`config.mk`:
```
export PLATFORM = sky130hd
export DESIGN_NAME = ram_sp_param
export DESIGN_NICKNAME = d
export VERILOG_FILES = /design/src/rtl/ram_sp_param.sv
export SDC_FILE = /design/constraint.sdc
export NUM_CORES = 1
export LEC_CHECK = 0
export BUFFER_PORTS_ARGS = -buffer_cell sky130_fd_sc_hd__buf_4
export CORE_UTILIZATION = 26
export CTS_CLUSTER_SIZE = 8
export DETAILED_ROUTE_END_ITERATION = 12
export SKIP_LAST_GASP = 1
export SYNTH_ARGS = -nofsm -noshare
export SYNTH_HDL_FRONTEND = slang
export SYNTH_SLANG_ARGS = --single-unit
```
`constraint.sdc`:
```
create_clock -name clk_i -period 3.2 [get_ports clk_i]
set_input_delay 0.64 -clock clk_i [delete_from_list [all_inputs] [get_ports clk_i]]
set_output_delay 0.64 -clock clk_i [all_outputs]
set_load 0.01 [all_outputs]
```
`src/rtl/ram_sp_param.sv`:
```
// ram_sp_param: single-port synchronous RAM with separate write/read buses,
// byte enables, registered read with valid strobe, post-reset clear sequencer
// and out-of-range address detection.
// Optional build macro RAM_PARITY_EN: per-byte even parity with ram_perr_o.
module ram_sp_param #(
  parameter int                DATA_W   = 32,
  parameter int                DEPTH    = 16,
  parameter int                ADDR_W   = $clog2(DEPTH),
  parameter logic [DATA_W-1:0] INIT_VAL = '0
) (
  input  logic                clk_i,
  input  logic                rst_i,
  input  logic                ram_cs_i,
  input  logic                ram_we_i,
  input  logic [DATA_W/8-1:0] ram_be_i,
  input  logic [ADDR_W-1:0]   ram_addr_i,
  input  logic [DATA_W-1:0]   ram_wdata_i,
  output logic [DATA_W-1:0]   ram_rdata_o,
  output logic                ram_rvalid_o,
  output logic                ram_ready_o,
  output logic                ram_oor_o
`ifdef RAM_PARITY_EN
  ,
  output logic                ram_perr_o
`endif
);

  localparam int NB = DATA_W / 8;

  typedef enum logic {CLEAR = 1'b0, READY = 1'b1} state_t;

  state_t              state_reg, state_next;
  logic [ADDR_W-1:0]   ptr_reg, ptr_next;
  logic                rvalid_reg;
  logic                oor_reg;

  logic                clearing;
  logic                clear_we;
  logic                accept;
  logic                in_range;
  logic                rd_accept;
  logic                wr_accept;
  logic [ADDR_W-1:0]   waddr;

  // Requests only count in READY; the reset edge never writes the array.
  assign clearing  = (state_reg == CLEAR);
  assign clear_we  = clearing && !rst_i;
  assign accept    = (state_reg == READY) && ram_cs_i && !rst_i;
  assign in_range  = ({1'b0, ram_addr_i} < (ADDR_W+1)'(DEPTH));
  assign rd_accept = accept && !ram_we_i;
  assign wr_accept = accept && ram_we_i && in_range;
  assign waddr     = clearing ? ptr_reg : ram_addr_i;

  // Next-state logic: walk the clear pointer through every word, then serve requests.
  always_comb begin
    state_next = state_reg;
    ptr_next   = ptr_reg;
    case (state_reg)
      CLEAR: begin
        if (ptr_reg == ADDR_W'(DEPTH - 1)) begin
          state_next = READY;
          ptr_next   = '0;
        end else begin
          ptr_next = ptr_reg + 1'b1;
        end
      end
      READY:   state_next = READY;
      default: state_next = CLEAR;
    endcase
  end

  // State register plus the rvalid / out-of-range strobes.
  always_ff @(posedge clk_i) begin
    if (rst_i) begin
      state_reg  <= CLEAR;
      ptr_reg    <= '0;
      rvalid_reg <= 1'b0;
      oor_reg    <= 1'b0;
    end else begin
      state_reg  <= state_next;
      ptr_reg    <= ptr_next;
      rvalid_reg <= rd_accept;
      oor_reg    <= accept && !in_range;
    end
  end

  assign ram_rvalid_o = rvalid_reg;
  assign ram_oor_o    = oor_reg;
  assign ram_ready_o  = (state_reg == READY);

`ifdef RAM_PARITY_EN
  logic [NB-1:0] perr_vec;
  assign ram_perr_o = |perr_vec;
`endif

  // One independent byte lane per enable bit keeps each lane a plain
  // single-writer array with its own registered read.
  for (genvar gi = 0; gi < NB; gi++) begin : g_byte
    logic [7:0] byte_mem_reg [DEPTH];
    logic [7:0] rd_byte_reg;
    logic [7:0] wbyte;
    logic       byte_we;

    assign wbyte   = clearing ? INIT_VAL[8*gi +: 8] : ram_wdata_i[8*gi +: 8];
    assign byte_we = clear_we || (wr_accept && ram_be_i[gi]);

    // Byte lane write port (clear sequencer or enabled request byte).
    always_ff @(posedge clk_i) begin
      if (byte_we) begin
        byte_mem_reg[waddr] <= wbyte;
      end
    end

    // Registered read; out-of-range reads return zero, otherwise value holds.
    always_ff @(posedge clk_i) begin
      if (rst_i) begin
        rd_byte_reg <= '0;
      end else if (rd_accept) begin
        rd_byte_reg <= in_range ? byte_mem_reg[ram_addr_i] : 8'h00;
      end
    end

    assign ram_rdata_o[8*gi +: 8] = rd_byte_reg;

`ifdef RAM_PARITY_EN
    logic par_mem_reg [DEPTH];
    logic perr_byte_reg;

    // Parity lane written alongside the data byte.
    always_ff @(posedge clk_i) begin
      if (byte_we) begin
        par_mem_reg[waddr] <= ^wbyte;
      end
    end

    // Parity mismatch flag, only raised by in-range reads.
    always_ff @(posedge clk_i) begin
      if (rst_i) begin
        perr_byte_reg <= 1'b0;
      end else begin
        perr_byte_reg <= rd_accept && in_range &&
                         ((^byte_mem_reg[ram_addr_i]) != par_mem_reg[ram_addr_i]);
      end
    end

    assign perr_vec[gi] = perr_byte_reg;
`endif
  end

endmodule

```
== Word level (Yosys, flattened, before mapping) ==
Memory sizes are Yosys's and may differ from the RTL's. A register that Yosys moved wholly into a read port is not among the register bits.
Cells that the tools add are included.
W data, S select, Z words.

* $add $sub $neg: 1
* Multiply operators: 0
* Div/mod/pow operators: 0
* $lt $le $gt $ge: 0
* Equal/unequal tests: 1
* Shift operators: 0
* Multiplexer cells: 16
* Bitwise gates (word level): 1
* Reduce and logical (&&, ||, !) cells: 15

{| class="wikitable"
|+ Operators with widths
! operator !! count
|-
| $mux W8 || 4
|-
| $logic_and A1 B1 Y1 || 9
|-
| $mux W1 || 9
|-
| $mux W4 || 2
|-
| $add A4 B1 Y4 const B || 1
|-
| $eq A4 B4 Y1 const B || 1
|-
| $logic_or A1 B1 Y1 || 4
|-
| $logic_not A1 Y1 || 2
|-
| $pmux W1 S2 || 1
|-
| $not A1 Y1 || 1
|}

* Register bits after elaboration: 6
* Bits in latches: 0
* RAM bits: 512
* ROM bits: 0
* Output and inout port bits: 35
* Memories: 4

{| class="wikitable"
|+ Memory list
! memory !! words !! bits a word !! read ports !! clocked after memory_dff !! wr ports !! RTL line !! source
|-
| g_byte[0].byte_mem_reg || 16 || 8 || 1 || 1 || 1 || 99 || <nowiki>logic [7:0] byte_mem_reg [DEPTH];</nowiki>
|-
| g_byte[1].byte_mem_reg || 16 || 8 || 1 || 1 || 1 || 99 ||
|-
| g_byte[2].byte_mem_reg || 16 || 8 || 1 || 1 || 1 || 99 ||
|-
| g_byte[3].byte_mem_reg || 16 || 8 || 1 || 1 || 1 || 99 ||
|}

== Longest topological paths before layout ==
* Depth after elaboration: 7
* Gate-level depth with buffers: 8

== Worst setup path after synthesis ==
OpenSTA, ideal clock, no wires.

* Path type: input to register
* Start point: input port ram_addr_i[0]
* End point: memory g_byte[0].byte_mem_reg[9][0], enable pin
* Library setup time: 370 ps
* Arrival time: 1,961 ps
* Data required time: 2,830 ps
* Setup slack: 869 ps
* Stages: 8
* Buffers on the path: 4
* Cells stage by stage: buf_6 -> buf_12 -> buf_6 -> buf_6 -> nand2_2 -> o32ai_2 -> nand2_1 -> nor2_1

* Longest elaborated chain between the ends: 1

{| class="wikitable"
|+ Ends and longest elaborated chain
! what !! RTL line !! source
|-
| start: declaration || 16 || <nowiki>input logic [ADDR_W-1:0] ram_addr_i,</nowiki>
|-
| $mux W4 || 52 || <nowiki>assign waddr = clearing ? ptr_reg : ram_addr_i;</nowiki>
|-
| end: declaration || 99 ||
|}

No other way between the ends.

== Worst setup path after layout ==
* Start point: register state_reg, in the netlist ram_ready_o
* End point: memory g_byte[0].byte_mem_reg[4][1], enable pin

* Longest elaborated chain between the ends: 7

{| class="wikitable"
|+ Ends and longest elaborated chain
! what !! RTL line !! source
|-
| start: declaration || 32 || <nowiki>state_t state_reg, state_next;</nowiki>
|-
| start signal: assignment || 80 || <nowiki>state_reg <= state_next;</nowiki>
|-
| $logic_and A1 B1 Y1 (2 in a row) || 48 || <nowiki>assign accept = (state_reg == READY) && ram_cs_i && !rst_i;</nowiki>
|-
| $logic_and A1 B1 Y1 || 51 || <nowiki>assign wr_accept = accept && ram_we_i && in_range;</nowiki>
|-
| $logic_and A1 B1 Y1 || 105 || <nowiki>assign byte_we = clear_we || (wr_accept && ram_be_i[gi]);</nowiki>
|-
| $logic_or A1 B1 Y1 || 105 ||
|-
| $mux W1 || 109 || <nowiki>if (byte_we) begin</nowiki>
|-
| $mux W1 (not written as such) || 110 || <nowiki>byte_mem_reg[waddr] <= wbyte;</nowiki>
|}

Several ways; a longest one is shown, not always the timed one.

==> impl_metrics.py <==
metrics = {
    "outcome": {
        "status": "finished, final reports clean",
    },
    "logic_synthesis": {
        "synthFlopType": "edfxtp_1",
        "synth-seq-area-share_pct": 75.1,
        "yosys-top-cells-area": "edfxtp_1 72%, mux4_2 7.4%, mux2i_1 6.6%",
        "synth-async-reset-ratio_pct": 0,
        "netlist_top_cells_count": "512 x edfxtp_1, 141 x mux2i_1, 71 x mux4_2",
        "syn_area_sq_mm": 0.0215,
        "yosys.cell_types.count": 42,
        "synth_nets": 1173,
        "synth_top_area_share_pct": 71.6,
        "synth_edf_count": 512,
        "syn-instance-count": 1128,
        "ys_warn_count": 0,
        "yosys.area.top_type": "edfxtp_1",
        "ys_ff_latch": 550,
        "synth_most_common_cell": "edfxtp_1",
        "syn-mean-instance-area_sq_um": 19.0,
    },
    "sta": {
        "worst_pin_slew_ns": 0.831,
        "setup_viol": 0,
        "timing.hold.ws_ns": 0.356,
        "slew_headroom_pct": 44.6,
        "final_max_slew_viol_count": 0,
        "fmaxAchievable_mhz": 421,
        "fin_crit_sh_pct": 74.2,
        "hold_violations": 0,
        "rsz0062_at_grt": "false",
        "setup_tns_ns": 0,
        "clock_skew_ns": 0.0201,
        "period_needed_ns": 2.37,
        "finalWorstSetupSlack_ns": 0.826,
    },
    "worst_setup_path": {
        "r2r_cells": 6,
        "rrSetupSlack_ns": 0.83,
        "critPathMaxFanout": 30,
        "start_kind": "register",
        "worstPathArrival_ns": 2.70,
        "endpoint_kind": "register",
        "worst-setup-path-type": "register to register",
        "cp.required_ns": 3.53,
    },
    "power_and_ir_drop": {
        "power.density_mw_per_mm2": 617,
        "p_sw_share_pct": 20.1,
        "seqPwrFrac_pct": 49.2,
        "total_power_mw": 16.0,
        "irDropWorstVdd_uv": 316,
        "p_leak_nw": 9.01,
        "power_frac_comb_pct": 4.2,
        "p_switching_mw": 3.21,
        "p_int_mw": 12.8,
        "clockPowerShare_pct": 46.6,
    },
    "route": {
        "drtIter0Drc": 893,
        "wl_per_cell_um": 22.6,
        "routed_wl_mm": 55.2,
        "ant_nets": 0,
        "route.detailed.drc": 0,
        "via_per_inst": 4.69,
        "dr.pass1.iters": 5,
        "vias": 11500,
    },
    "floorplan": {
        "initial_utilization_pct": 26.2,
        "die_h_um": 289,
        "rows": 105,
        "ios": 79,
        "die_area_sq_mm": 0.0838,
        "die_w_um": 289,
        "fp.coreArea_sq_mm": 0.0820,
    },
    "placed_design": {
        "gp_congestion": 0.803,
        "hpwl_mm": 34.6,
        "portBuffers": 77,
        "place_ws_ns": 0.664,
    },
    "cells_and_area": {
        "fillers": 7918,
        "nets": 1359,
        "largest_reg_flops": 512,
        "multiInputGateArea_sq_mm": 0.00488,
        "drive_gt1_share_pct": 24.6,
        "regArea_sq_mm": 0.0161,
        "syn2layout_area_growth_pct": 21.0,
    },
    "cts": {
        "cts.sinks": 550,
        "tritoncts": "done",
        "clock_path_buffers": 3,
        "htreeDepth": 3,
        "cts_resized": 0,
        "numCtsBuffers": 78,
        "clkTransAtPathRegs_ns": 0.05,
        "clk_latency_ns": 0.59,
        "cts_root_buf": "clkbuf_16",
        "cts_hold_buf": 0,
        "post_cts_buffers": 0,
    },
    "global_routing": {
        "grt_pass1_wl_mm": 80.5,
        "grt_pass1_vias": 11800,
        "grt_start_max_net_pins": 42,
        "grt_overflow": 0,
        "antenna_found_initial": 1,
        "track_usage_pct": 13.3,
    },
    "run": {
        "max_cap_viol_count": 0,
    },
    "worst_hold_path": {
        "min_path_cells": 2,
        "hold_path.class": "input port to register",
    },
}
==> layer usage <==
metal	GRT usage [%]	vias to the layer above	part of all wire, %
li1	-	4944	-
met1	17.9	5995	42
met2	21.8	446	49
met3	2.50	73	7.1
met4	3.89	2	1.7
met5	0	-	0.016
==> final timing paths <==
| path | startpoint | to |
|---|---|---|
| max | ram_ready_o | g_byte[0].byte_mem_reg[4][1] |
| min | rst_i | ptr_reg[3] |
| max reg2reg | ram_ready_o | g_byte[0].byte_mem_reg[4][1] |
| min reg2reg | g_byte[2].rd_byte_reg[4] | g_byte[2].rd_byte_reg[4] |
==> power by group through the flow <==
| stage | Combinational, mW | Sequential [mW] | Clock (mW) |
|---|---|---|---|
| 2_1_floorplan | 0.434 | 8.01 | 0 |
| 3_3_place_gp | 0.668 | 8.01 | 0 |
| 3_5_place_dp | 0.672 | 8.02 | 0 |
| 4_1_cts | 0.676 | 7.88 | 7.62 |
| 5_1_grt | 0.709 | 7.88 | 7.92 |
| 6_report | 0.669 | 7.88 | 7.47 |
==> area by class of cell <==
class                           instances  area share [%]
Tap cell                             1070            5.15
Antenna cell                            1         0.00963
Sequential cell                       550            62.1
Inverter                                6          0.0867
Timing Repair Buffer                  172            5.24
Clock buffer                          138            8.62
Multi-Input combinational cell        506            18.8
==> placed cells by master (no fill, tap or decap), types with 34 or more instances in the layout <==
cell type  instances
clkbuf_16         81
nor2_1            69
edfxtp_1         512
buf_4            166
mux4_2            71
a22oi_1           54
clkbuf_1          57
mux2i_1          141
and2_1            34
dfxtp_1           37
==> per-stage QoR <==
step	std cells	area (sq um)	utilization (%)
after global routing	2442	26000	31.7
after floorplan	1128	21500	-
after detailed placement	2304	23700	29.0
after CTS	2442	26000	31.7
final	2443	26000	31.7
after global placement	2304	23700	29.0
==> critical path, cell delays in order (launching register included) <==
cell	delay (ns)
dfxtp_2	0.81
buf_4	0.44
nor2_1	0.10
o2bb2ai_1	0.18
nand2_1	0.25
nor2_1	0.10
buf_4	0.23
==> kinds of logic (layout without fill, tap and decap cells) <==
logic type      Yosys count  count (layout)  share of synthesized area, %
compound gates          137             137                          4.71
simple gates            151             151                          3.42
buf+inv                  72             316                          2.25
mux                     215             215                          14.4
xor+xnor                  1               1                        0.0408
fa+ha+maj                 1               1                        0.0582
flops                   550             550                          75.1
other cells               1               2                        0.0175
Power figures use the tool's default switching activity.
